### src/rtl/fan_pkg.sv
// Shared types, constants and helper functions for the fan speed controller.
package fan_pkg;

    // Width of the level and timer-remaining fields seen by the display side
    localparam int LEVEL_W = 4;
    localparam int TIMER_W = 16;

    // Off-timer selections, advanced in order by the timer button
    typedef enum logic [1:0] {
        T_OFF = 2'd0,
        T_X1  = 2'd1,
        T_X2  = 2'd2,
        T_X4  = 2'd3
    } timer_sel_e;

    // Ceiling log2, used to size the divider and period counters
    function automatic int unsigned fan_clog2(input int unsigned value);
        int unsigned width;
        width = 0;
        while ((32'd1 << width) < value) begin
            width++;
        end
        return width;
    endfunction

    // Target duty for a level: floor(level * full_scale / levels)
    function automatic int unsigned level_to_duty(input int unsigned lvl,
                                                  input int unsigned n,
                                                  input int unsigned levels);
        int unsigned full_scale;
        full_scale = (32'd1 << n) - 32'd1;
        return (lvl * full_scale) / levels;
    endfunction

    // Multiplier of the timer unit for each selection
    function automatic int unsigned timer_mult(input timer_sel_e sel);
        case (sel)
            T_X1:    return 1;
            T_X2:    return 2;
            T_X4:    return 4;
            default: return 0;
        endcase
    endfunction

endpackage

### src/rtl/fan_speed_ramp_ctrl_if.sv
// Button inputs and display/driver outputs of the fan controller.
interface fan_speed_ramp_ctrl_if
    import fan_pkg::*;
#(
    parameter int N = 12
);

    logic               fan_en;
    logic               btn_up_p;
    logic               btn_down_p;
    logic               btn_timer_p;
    logic [LEVEL_W-1:0] level;
    logic [N-1:0]       duty_now;
    logic               ramping;
    timer_sel_e         timer_sel;
    logic [TIMER_W-1:0] timer_remain;
    logic               pwm;

    // Front-end side: drives buttons, observes status
    modport master (
        output fan_en, btn_up_p, btn_down_p, btn_timer_p,
        input  level, duty_now, ramping, timer_sel, timer_remain, pwm
    );

    // Controller side
    modport slave (
        input  fan_en, btn_up_p, btn_down_p, btn_timer_p,
        output level, duty_now, ramping, timer_sel, timer_remain, pwm
    );

endinterface

### src/rtl/fan_pwm_gen.sv
// Glitch-free PWM: the compare value only changes as a new period starts.
module fan_pwm_gen
    import fan_pkg::*;
#(
    parameter int SYS_FREQ = 125,
    parameter int N        = 12,
    parameter int PWM_FREQ = 200
) (
    input  logic         clk,
    input  logic         reset_n,
    input  logic [N-1:0] duty,
    output logic         pwm
);

    localparam int unsigned PERIOD = (SYS_FREQ * 1_000_000) / PWM_FREQ;
    localparam int CNT_W  = (fan_clog2(PERIOD) < 1) ? 1 : fan_clog2(PERIOD);
    localparam int PROD_W = N + CNT_W;
    localparam logic [N-1:0] FULL = '1;

    logic [CNT_W-1:0]  cnt_q,  cnt_nxt;
    logic [CNT_W-1:0]  thr_q,  thr_nxt;
    logic              full_q, full_nxt;
    logic [PROD_W-1:0] prod;
    logic [CNT_W-1:0]  thr_calc;

    // High-time of a period in counter ticks: (duty * PERIOD) >> N
    assign prod     = PROD_W'(duty) * PROD_W'(PERIOD);
    assign thr_calc = CNT_W'(prod >> N);

    // Period counter and compare latch; the latch opens only on the edge
    // where the counter returns to 0, so a period's width never changes
    always_comb begin
        cnt_nxt  = (cnt_q == CNT_W'(PERIOD - 1)) ? '0 : cnt_q + 1'b1;
        thr_nxt  = thr_q;
        full_nxt = full_q;
        if (cnt_nxt == '0) begin
            thr_nxt  = thr_calc;
            full_nxt = (duty == FULL);
        end
    end

    // Counter, latched compare and registered output
    always_ff @(posedge clk or negedge reset_n) begin
        if (!reset_n) begin
            cnt_q  <= '0;
            thr_q  <= '0;
            full_q <= 1'b0;
            pwm    <= 1'b0;
        end else begin
            cnt_q  <= cnt_nxt;
            thr_q  <= thr_nxt;
            full_q <= full_nxt;
            // Full-scale duty is held solidly high instead of dropping the last tick
            pwm    <= full_nxt || (cnt_nxt < thr_nxt);
        end
    end

endmodule

### src/rtl/fan_speed_ramp_ctrl.sv
// Multi-level fan controller: level selection, soft ramp, off-timer and PWM.
module fan_speed_ramp_ctrl
    import fan_pkg::*;
#(
    parameter int SYS_FREQ     = 125,
    parameter int N            = 12,
    parameter int LEVELS       = 7,
    parameter int WRAP         = 0,
    parameter int PWM_FREQ     = 200,
    parameter int RAMP_DIV     = 12500,
    parameter int RAMP_INC     = 64,
    parameter int SEC_DIV      = 125000000,
    parameter int TIMER_UNIT_S = 3600
) (
    input logic                  clk,
    input logic                  reset_n,
    fan_speed_ramp_ctrl_if.slave bus
);

    localparam int RAMP_W = (fan_clog2(RAMP_DIV) < 1) ? 1 : fan_clog2(RAMP_DIV);
    localparam int SEC_W  = (fan_clog2(SEC_DIV) < 1) ? 1 : fan_clog2(SEC_DIV);
    localparam logic [LEVEL_W-1:0] LEVEL_MAX = LEVEL_W'(LEVELS);
    localparam logic [N-1:0]       RAMP_STEP = N'(RAMP_INC);

    logic [LEVEL_W-1:0] level_q,        level_nxt;
    timer_sel_e         timer_sel_q,    timer_sel_nxt;
    logic [TIMER_W-1:0] timer_remain_q, timer_remain_nxt;
    logic [SEC_W-1:0]   sec_cnt_q,      sec_cnt_nxt;
    logic [RAMP_W-1:0]  ramp_cnt_q,     ramp_cnt_nxt;
    logic [N-1:0]       duty_q,         duty_nxt;
    logic               ramping_q,      ramping_nxt;
    logic [N-1:0]       target_q,       target_nxt;
    logic               ramp_tick, timer_run, sec_tick, expire;
    logic               pwm_out;

    // Level-to-duty table, evaluated at elaboration
    logic [N-1:0] duty_lut [16];
    for (genvar g = 0; g < 16; g++) begin : g_lut
        assign duty_lut[g] = N'(level_to_duty(g, N, LEVELS));
    end

    assign target_q   = duty_lut[level_q];
    assign target_nxt = duty_lut[level_nxt];

    // Tick strobes: the ramp divider free-runs, the second divider runs only
    // while the fan is on and a timer is pending
    assign ramp_tick = (ramp_cnt_q == RAMP_W'(RAMP_DIV - 1));
    assign timer_run = (level_q != '0) && (timer_remain_q != '0);
    assign sec_tick  = timer_run && (sec_cnt_q == SEC_W'(SEC_DIV - 1));
    assign expire    = sec_tick && (timer_remain_q == TIMER_W'(1)) && (timer_sel_q != T_OFF);

    // Level next-state: enable and timer expiry override the buttons
    always_comb begin
        // NOTE: every comb output gets a default first, so no path can leave it unassigned and infer a latch.
        level_nxt = level_q;
        if (!bus.fan_en || expire) begin
            level_nxt = '0;
        end else if (bus.btn_up_p && !bus.btn_down_p) begin
            if (level_q == LEVEL_MAX) begin
                level_nxt = (WRAP != 0) ? '0 : LEVEL_MAX;
            end else begin
                level_nxt = level_q + 1'b1;
            end
        end else if (bus.btn_down_p && !bus.btn_up_p) begin
            if (level_q == '0) begin
                level_nxt = (WRAP != 0) ? LEVEL_MAX : '0;
            end else begin
                level_nxt = level_q - 1'b1;
            end
        end
    end

    // Timer next-state: a press reloads and restarts the second divider
    always_comb begin
        timer_sel_nxt    = timer_sel_q;
        timer_remain_nxt = timer_remain_q;
        sec_cnt_nxt      = sec_cnt_q;
        if (!bus.fan_en || expire) begin
            timer_sel_nxt    = T_OFF;
            timer_remain_nxt = '0;
            sec_cnt_nxt      = '0;
        end else if (bus.btn_timer_p) begin
            timer_sel_nxt    = timer_sel_e'(timer_sel_q + 2'd1);
            timer_remain_nxt = TIMER_W'(timer_mult(timer_sel_nxt) * TIMER_UNIT_S);
            sec_cnt_nxt      = '0;
        end else if (sec_tick) begin
            timer_remain_nxt = timer_remain_q - 1'b1;
            sec_cnt_nxt      = '0;
        end else if (timer_run) begin
            sec_cnt_nxt      = sec_cnt_q + 1'b1;
        end
    end

    // Ramp engine: step toward the current target, landing exactly on it
    always_comb begin
        ramp_cnt_nxt = ramp_tick ? '0 : ramp_cnt_q + 1'b1;
        duty_nxt     = duty_q;
        if (ramp_tick) begin
            if (duty_q < target_q) begin
                duty_nxt = ((target_q - duty_q) > RAMP_STEP) ? duty_q + RAMP_STEP : target_q;
            end else if (duty_q > target_q) begin
                duty_nxt = ((duty_q - target_q) > RAMP_STEP) ? duty_q - RAMP_STEP : target_q;
            end
        end
        // Compared against the target the level will have after this edge
        ramping_nxt = (duty_nxt != target_nxt);
    end

    // State registers
    always_ff @(posedge clk or negedge reset_n) begin
        if (!reset_n) begin
            level_q        <= '0;
            timer_sel_q    <= T_OFF;
            timer_remain_q <= '0;
            sec_cnt_q      <= '0;
            ramp_cnt_q     <= '0;
            duty_q         <= '0;
            ramping_q      <= 1'b0;
        end else begin
            // NOTE: non-blocking assignments so every flop updates from pre-edge values.
            level_q        <= level_nxt;
            timer_sel_q    <= timer_sel_nxt;
            timer_remain_q <= timer_remain_nxt;
            sec_cnt_q      <= sec_cnt_nxt;
            ramp_cnt_q     <= ramp_cnt_nxt;
            duty_q         <= duty_nxt;
            ramping_q      <= ramping_nxt;
        end
    end

    fan_pwm_gen #(
        .SYS_FREQ (SYS_FREQ),
        .N        (N),
        .PWM_FREQ (PWM_FREQ)
    ) u_pwm (
        .clk     (clk),
        .reset_n (reset_n),
        .duty    (duty_q),
        .pwm     (pwm_out)
    );

    // Outputs: all driven straight from registers
    always_comb begin
        bus.level        = level_q;
        bus.duty_now     = duty_q;
        bus.ramping      = ramping_q;
        bus.timer_sel    = timer_sel_q;
        bus.timer_remain = timer_remain_q;
        bus.pwm          = pwm_out;
    end

endmodule
### src/flat_wrapper.sv
// flat-port wrapper written by rule: the top's interface ports become plain ports
module fan_speed_ramp_ctrl_flat import fan_pkg::*;
#(
    parameter int SYS_FREQ     = 125,
    parameter int N            = 12,
    parameter int LEVELS       = 7,
    parameter int WRAP         = 0,
    parameter int PWM_FREQ     = 200,
    parameter int RAMP_DIV     = 12500,
    parameter int RAMP_INC     = 64,
    parameter int SEC_DIV      = 125000000,
    parameter int TIMER_UNIT_S = 3600
)
  (clk, reset_n, bus_fan_en, bus_btn_up_p, bus_btn_down_p, bus_btn_timer_p, bus_level, bus_duty_now, bus_ramping, bus_timer_sel, bus_timer_remain, bus_pwm);
  fan_speed_ramp_ctrl_if #(.N(N)) bus_i ();
  input logic clk;
  input logic reset_n;
  input wire logic [$bits(bus_i.fan_en)-1:0] bus_fan_en;
  input wire logic [$bits(bus_i.btn_up_p)-1:0] bus_btn_up_p;
  input wire logic [$bits(bus_i.btn_down_p)-1:0] bus_btn_down_p;
  input wire logic [$bits(bus_i.btn_timer_p)-1:0] bus_btn_timer_p;
  output wire logic [$bits(bus_i.level)-1:0] bus_level;
  output wire logic [$bits(bus_i.duty_now)-1:0] bus_duty_now;
  output wire logic [$bits(bus_i.ramping)-1:0] bus_ramping;
  output wire logic [$bits(bus_i.timer_sel)-1:0] bus_timer_sel;
  output wire logic [$bits(bus_i.timer_remain)-1:0] bus_timer_remain;
  output wire logic [$bits(bus_i.pwm)-1:0] bus_pwm;
  assign bus_i.fan_en = bus_fan_en;
  assign bus_i.btn_up_p = bus_btn_up_p;
  assign bus_i.btn_down_p = bus_btn_down_p;
  assign bus_i.btn_timer_p = bus_btn_timer_p;
  assign bus_level = bus_i.level;
  assign bus_duty_now = bus_i.duty_now;
  assign bus_ramping = bus_i.ramping;
  assign bus_timer_sel = bus_i.timer_sel;
  assign bus_timer_remain = bus_i.timer_remain;
  assign bus_pwm = bus_i.pwm;
  fan_speed_ramp_ctrl #(.SYS_FREQ(SYS_FREQ), .N(N), .LEVELS(LEVELS), .WRAP(WRAP), .PWM_FREQ(PWM_FREQ), .RAMP_DIV(RAMP_DIV), .RAMP_INC(RAMP_INC), .SEC_DIV(SEC_DIV), .TIMER_UNIT_S(TIMER_UNIT_S)) u_core (.clk(clk), .reset_n(reset_n), .bus(bus_i));
endmodule
### config.mk
export PLATFORM = sky130hd
export DESIGN_NAME = fan_speed_ramp_ctrl_flat
export DESIGN_NICKNAME = d
export VERILOG_FILES = /design/src/rtl/fan_pkg.sv /design/src/rtl/fan_speed_ramp_ctrl_if.sv /design/src/rtl/fan_pwm_gen.sv /design/src/rtl/fan_speed_ramp_ctrl.sv /design/src/flat_wrapper.sv
export SDC_FILE = /design/constraint.sdc
export NUM_CORES = 1
export LEC_CHECK = 0
export CAP_MARGIN = 20
export CORE_MARGIN = 4
export CORE_UTILIZATION = 37
export CTS_CLUSTER_DIAMETER = 120
export DETAILED_ROUTE_END_ITERATION = 6
export PLACE_DENSITY = 0.55
export SYNTH_ARGS = -nofsm -noshare
export SYNTH_HDL_FRONTEND = slang
export SYNTH_HIERARCHICAL = 1
export SYNTH_SLANG_ARGS = --single-unit
### constraint.sdc
create_clock -name clk -period 8.9 [get_ports clk]
set_clock_uncertainty 0.05 [all_clocks]
set_input_delay 1.78 -clock clk [delete_from_list [all_inputs] [get_ports clk]]
set_output_delay 1.78 -clock clk [all_outputs]
set_load 0.03 [all_outputs]
==> results.py, run 1 <==
metrics = {
    "outcome": {
        "status": "finished, final reports clean",
    },
    "finish": {
        "area.growth.synth_to_final_pct": 11.7,
        "most-common-layout-cells": "ha_1, inv_1, dfrtp_1",
        "final_common_cell": "ha_1",
        "diodes": 0,
        "fin_nets": 1550,
        "drive_above_1_share_pct": 6.21,
        "utilization_pct": 42.1,
    },
    "die": {
        "die_h_microns": 185,
        "fp.coreArea_sq_um": 30800,
        "die_x_microns": 185,
        "rows": 64,
        "initial_core_util_pct": 37.7,
        "ios": 42,
        "dieArea_sq_um": 34300,
    },
    "power": {
        "p_seq_share_pct": 37.2,
        "p_clk_share_pct": 45.3,
        "ir_worst_vdd_mv": 0.110,
        "internal-power_mw": 1.06,
        "powerDensity_nw_per_um2": 114,
        "netSwitchingFraction_pct": 28.7,
        "switchingPower_uw": 426,
        "cellLeakagePower_nw": 6.41,
        "power_frac_comb_pct": 17.4,
    },
    "logic_synthesis": {
        "synth.avg_cell_area_sq_um": 8.87,
        "synth_mux_area_share_pct": 3.83,
        "synth.largest_area_cell": "dfrtp_1",
        "seq_area_frac_synth_pct": 25.4,
        "synth-compound-area-share_pct": 13.6,
        "synth-simple-area-share_pct": 18.5,
        "ys_warn_count": 6,
        "ys_async_sr_fraction_pct": 100,
        "synth_top_family_by_area": "adder cells",
        "netlist_area_sq_um": 11600,
        "yosysTopAreaCellShare_pct": 25.4,
        "synth-xor-area-share_pct": 7.31,
        "synthAdderAreaFrac_pct": 24.7,
        "yosys-top-cells-area": "dfrtp_1, ha_1, fa_1",
        "synth_nets": 1521,
        "synthCells": 1311,
        "ys_ff_latch": 118,
        "synth_edf_count": 0,
        "synth_cell_types": 87,
        "synth_flop_cell": "dfrtp_1",
    },
    "clock_network": {
        "cts_root_buf": "clkbuf_16",
        "cts_setup_buffers": 0,
        "cts.reportedPaths.clkPinSlew_ns": 0.06,
        "cts_sinks": 118,
        "htreeDepth": 4,
        "cts_max_path_buffers": 2,
        "ctsHoldBuffers": 0,
        "clock_latency_ns": 0.42,
        "numCtsBuffers": 17,
        "tritoncts": "yes",
        "cts_resized": 0,
    },
    "routing": {
        "wire_per_inst_microns": 16.1,
        "ant_nets": 0,
        "drt_iter0_drc": 398,
        "wirelength_microns": 28200,
        "vias": 9302,
        "vias_per_cell": 5.32,
        "drc": 0,
        "firstDrtPassIters": 5,
    },
    "worst_setup_path": {
        "crit_type": "flip-flop to flip-flop",
        "cp-start-kind": "flip-flop",
        "crit_path_end_kind": "flip-flop",
        "rr_startpoint": "u_core/bus.duty_now[4]",
        "cp_data_arrival_time_ns": 7.64,
        "required_ns": 9.21,
        "critical_path_peak_fanout": 10,
        "cp-startpoint": "u_core/bus.duty_now[4]",
    },
    "placed_design": {
        "gp_congestion": 0.894,
        "place_ws_ns": 1.52,
        "port_buffers": 41,
        "hpwl_microns": 21800,
    },
    "worst_hold_path": {
        "min_from": "u_core/u_pwm/thr_q[0]",
        "hold_class": "flip-flop to flip-flop",
    },
    "timing": {
        "slew_violations": 0,
        "slew_headroom_pct": 39.3,
        "tns_ns": 0,
        "worst_pin_slew_ns": 0.911,
        "fin_ws_ns": 1.56,
        "hold_violations": 0,
        "fmax_mhz": 136,
        "timing.final.crit_share_pct": 82.4,
        "min_period_ns": 7.34,
        "rsz0062_at_grt": "false",
        "setup_violations": 0,
    },
    "flow_run": {
        "drv_cap": 0,
    },
    "global_route": {
        "track_usage_pct": 16.9,
        "antenna_found_initial": 0,
        "grt_max_degree": 65,
        "grt_pass1_wl_microns": 47500,
        "grt_pass1_vias": 9236,
        "grt.overflow.total": 0,
    },
}
==> through the flow <==
step	area (sq um)	std cells	power [mW]	hold slack (ns)
6_report	13000	1748	1.48	0.424
5_1_grt	13000	1748	1.56	0.451
4_1_cts	13000	1748	1.51	0.425
3_5_place_dp	12400	1717	0.819	0.412
3_3_place_gp	12400	1717	0.820	0.410
2_1_floorplan	11600	1311	0.743	0.388
==> cells by family (layout without fill, tap and decap cells) <==
family / after synthesis / in the layout
and+or+nand+nor: 419 / 419
adders and majority gates: 204 / 204
xor gates and xnor gates: 97 / 97
AOI/OAI and AO/OA: 236 / 236
DFF: 118 / 118
muxes: 43 / 43
buffers and inverters: 194 / 235
==> flip-flops by register name (all words and copies together), names as in the netlist <==
signal / cells
u_core/u_pwm/full_q: 1
u_core/u_pwm/cnt_q: 20
u_core/bus.timer_remain: 16
u_core/u_pwm/pwm: 1
u_core/ramp_cnt_q: 14
u_core/sec_cnt_q: 27
u_core/bus.level: 4
u_core/bus.duty_now: 12
u_core/u_pwm/thr_q: 20
u_core/bus.timer_sel: 2
u_core/bus.ramping: 1
==> layer usage <==
layer  track usage, %  vias up  wire [microns]
li1                 -     4653               -
met1             23.4     4458           13600
met2             27.3      162           13200
met3             3.40       29            1100
met4             4.08        0             364
met5                0        -               0
==> final timing paths <==
path                       depth (start not counted)  slack (ns)                     end
setup / recovery                                  26        1.56        u_core/u_pwm/pwm
max in group asynchronous                          2        6.03    u_core/sec_cnt_q[18]
setup reg to reg                                  26        1.56        u_core/u_pwm/pwm
hold reg to reg                                    2        0.42   u_core/u_pwm/thr_q[0]
hold / removal                                     2        0.42   u_core/u_pwm/thr_q[0]
min in group asynchronous                          1        1.38  u_core/u_pwm/cnt_q[18]
==> power groups by stage <==
stage / Clock (mW) / Combinational [mW] / Sequential (mW)
after floorplan: 0 / 0.173 / 0.570
after global placement: 0 / 0.258 / 0.562
after detailed placement: 0 / 0.258 / 0.562
after CTS: 0.694 / 0.259 / 0.552
after global routing: 0.716 / 0.286 / 0.554
final: 0.673 / 0.259 / 0.553
==> cell type report <==
| type | count | area [sq um] |
|---|---|---|
| Clock buffer | 19 | 443 |
| Timing Repair Buffer | 51 | 483 |
| Tap cell | 396 | 495 |
| Clock inverter | 12 | 130 |
| Inverter | 153 | 574 |
| Multi-Input combinational cell | 999 | 7910 |
| Fill cell | 3046 | 17800 |
| Sequential cell | 118 | 2950 |
==> synth_stat cells, types with 15 or more instances <==
master / n
ha_1: 162
or3_1: 22
a21oi_1: 66
nand4_1: 22
xnor2_1: 51
nand3_1: 47
a211oi_1: 17
nand2_1: 79
mux2i_1: 31
nor4_1: 15
nor3_1: 29
clkbuf_1: 27
inv_1: 153
o21ai_0: 47
dfrtp_1: 118
and3_1: 19
fa_1: 42
nor2_1: 110
xor2_1: 46
a21o_1: 17
==> worst max-delay path, stage by stage (launching register included) <==
cell	delay (ns)
dfrtp_1	0.57
inv_1	0.15
ha_1	0.31
inv_1	0.04
ha_1	0.31
ha_1	0.30
inv_1	0.05
fa_1	0.52
inv_1	0.05
fa_1	0.47
ha_1	0.32
and4b_1	0.19
a221oi_1	0.50
o21ai_0	0.34
o21ai_0	0.54
o31ai_1	0.15
o41ai_1	0.31
xnor2_1	0.20
mux2i_1	0.12
ha_1	0.31
a21o_1	0.16
a21o_1	0.17
a211oi_1	0.31
nor4b_1	0.40
o31ai_1	0.14
nand3_1	0.11
a22o_1	0.14
No activity file was read; power rests on OpenSTA's default activity.
==> run 2: changes to the inputs <==
PLACE_DENSITY = 0.57   (was 0.55)
clock period = 6.3 ns   (was 8.9 ns; I/O delays follow)
==> run 2 against run 1 <==
Net effect:
- clock power up 52%
- wire length up 6.4%
- maximum frequency up 20%
- sequential cell count unchanged
- design area up 7.3%
- non-clock buffer count up 71
- critical path type unchanged
- critical endpoint unchanged
- largest cell class unchanged
- highest routed layer unchanged
==> results.py, run 2 (synthesized netlist as in run 1, its figures left out) <==
metrics = {
    "routing": {
        "drc": 0,
        "wire_per_inst_microns": 16.5,
        "vias_per_cell": 5.32,
        "ant_nets": 0,
        "firstDrtPassIters": 5,
        "drt_iter0_drc": 576,
        "vias": 9690,
        "wirelength_microns": 30000,
    },
    "placed_design": {
        "dp.cells": 1774,
        "gp_congestion": 0.865,
        "place_ws_ns": -0.245,
        "port_buffers": 41,
        "hpwl_microns": 22900,
        "postPlaceCellArea_sq_um": 12800,
    },
    "finish": {
        "fin_cells": 1820,
        "fillCellCount": 2943,
        "drive_above_1_share_pct": 14.7,
        "area.growth.synth_to_final_pct": 19.8,
        "fin_nets": 1621,
        "most-common-layout-cells": "inv_1, ha_1, dfrtp_1",
        "top_register": "u_core/sec_cnt_q",
        "largest_reg_flops": 27,
        "diodes": 0,
        "reg.largest.list": "u_core/sec_cnt_q: 27 flops, u_core/u_pwm/cnt_q: 20 flops, u_core/u_pwm/thr_q: 20 flops",
        "final_common_cell": "inv_1",
        "utilization_pct": 45.2,
        "finish.instance_area_sq_um": 13900,
    },
    "clock_network": {
        "clock_latency_ns": 0.42,
        "tritoncts": "yes",
        "cts_sinks": 118,
        "htreeDepth": 4,
        "ctsHoldBuffers": 0,
        "cts_root_buf": "clkbuf_16",
        "cts_max_path_buffers": 2,
        "cts.reportedPaths.clkPinSlew_ns": 0.06,
        "numCtsBuffers": 17,
    },
    "power": {
        "cellLeakagePower_nw": 6.77,
        "power_mw": 2.17,
        "ir_worst_vdd_mv": 0.176,
        "powerDensity_nw_per_um2": 156,
    },
    "global_route": {
        "grt_pass1_vias": 9862,
        "grt_max_degree": 55,
        "grt_pass1_wl_microns": 49500,
        "antenna_found_initial": 0,
        "grt.overflow.total": 0,
        "track_usage_pct": 17.6,
    },
    "die": {
        "rows": 64,
        "die_h_microns": 185,
        "initial_core_util_pct": 37.7,
        "fp.coreArea_sq_um": 30800,
        "dieArea_sq_um": 34300,
        "die_x_microns": 185,
        "ios": 42,
    },
    "worst_setup_path": {
        "path_buf_inv": 4,
        "critical_path.cell_chain": "ha_4 > xor2_1 > ha_1 > a21o_1 > fa_1 > fa_1 > inv_1 > fa_1 > inv_1 > ha_1 > a2111o_1 > buf_4 > o21a_4 > a311o_1 > buf_4 > xor2_2 > mux2i_1 > ha_1 > a21o_1 > a211oi_2 > nor4b_4 > o31ai_1 > nand3_1 > a22o_1",
        "cp-start-kind": "flip-flop",
        "crit_path_end_kind": "flip-flop",
        "cp_top_family": "adder cells",
        "crit_slowest_cell": "fa_1",
        "cp_data_arrival_time_ns": 6.43,
        "crit_type": "flip-flop to flip-flop",
        "cpPeakStageDelay_ns": 0.51,
        "critical_path_peak_fanout": 5,
        "required_ns": 6.60,
    },
    "timing": {
        "timing.final.crit_share_pct": 97.2,
        "slew_headroom_pct": 31.4,
        "fmax_mhz": 163,
        "tns_ns": 0,
        "holdWs_ns": 0.430,
        "hold_violations": 0,
        "slew_violations": 0,
        "fin_ws_ns": 0.176,
        "setup_violations": 0,
        "worst_pin_slew_ns": 1.02,
        "min_period_ns": 6.12,
    },
    "outcome": {
        "status": "finished, final reports clean",
    },
    "flow_run": {
        "drv_cap": 0,
    },
    "worst_hold_path": {
        "hold_class": "flip-flop to flip-flop",
    },
}
[run 2: area by class of cell]
cell class	instances	area (sq um)	share of cell area, %
multi-input cells	999	8250	59.2
flip-flops and latches	118	2960	21.3
repair buffers	122	1030	7.37
inverters	153	574	4.12
well taps	396	495	3.56
clock buffers	19	453	3.25
clock inverters	13	169	1.21
[run 2: path summary, 6_finish.rpt]
kind,start,cells after the start,slack (ns),endpoint
setup / recovery,u_core/bus.duty_now[11],24,0.18,u_core/u_pwm/pwm
min in group asynchronous,reset_n,1,0.78,u_core/u_pwm/thr_q[13]
hold / removal,u_core/u_pwm/thr_q[14],1,0.43,u_core/u_pwm/thr_q[14]
setup reg to reg,u_core/bus.duty_now[11],24,0.18,u_core/u_pwm/pwm
hold reg to reg,u_core/u_pwm/thr_q[14],1,0.43,u_core/u_pwm/thr_q[14]
max in group asynchronous,reset_n,2,4.27,u_core/bus.level[0]
[run 2: per-layer routing]
metal	wire length, microns	up-vias	global-route usage, %
li1	-	4769	-
met1	14000	4730	23.7
met2	14900	165	29.9
met3	848	26	2.75
met4	297	0	3.58
met5	0	-	0
[run 2: repair_timing]
item                       4_1_cts  5_1_grt
hold endpoints to repair         0        0
pin swaps                        3       40
setup endpoints to repair        1        1
gates resized for setup         10       52
buffers inserted                 2       12
[run 2: report_power, final]
group	internal [mW]	switching, mW	total (mW)
sequential	0.767	0.0111	0.778
combinational	0.143	0.231	0.374
clock	0.647	0.373	1.02
total	1.56	0.615	2.17
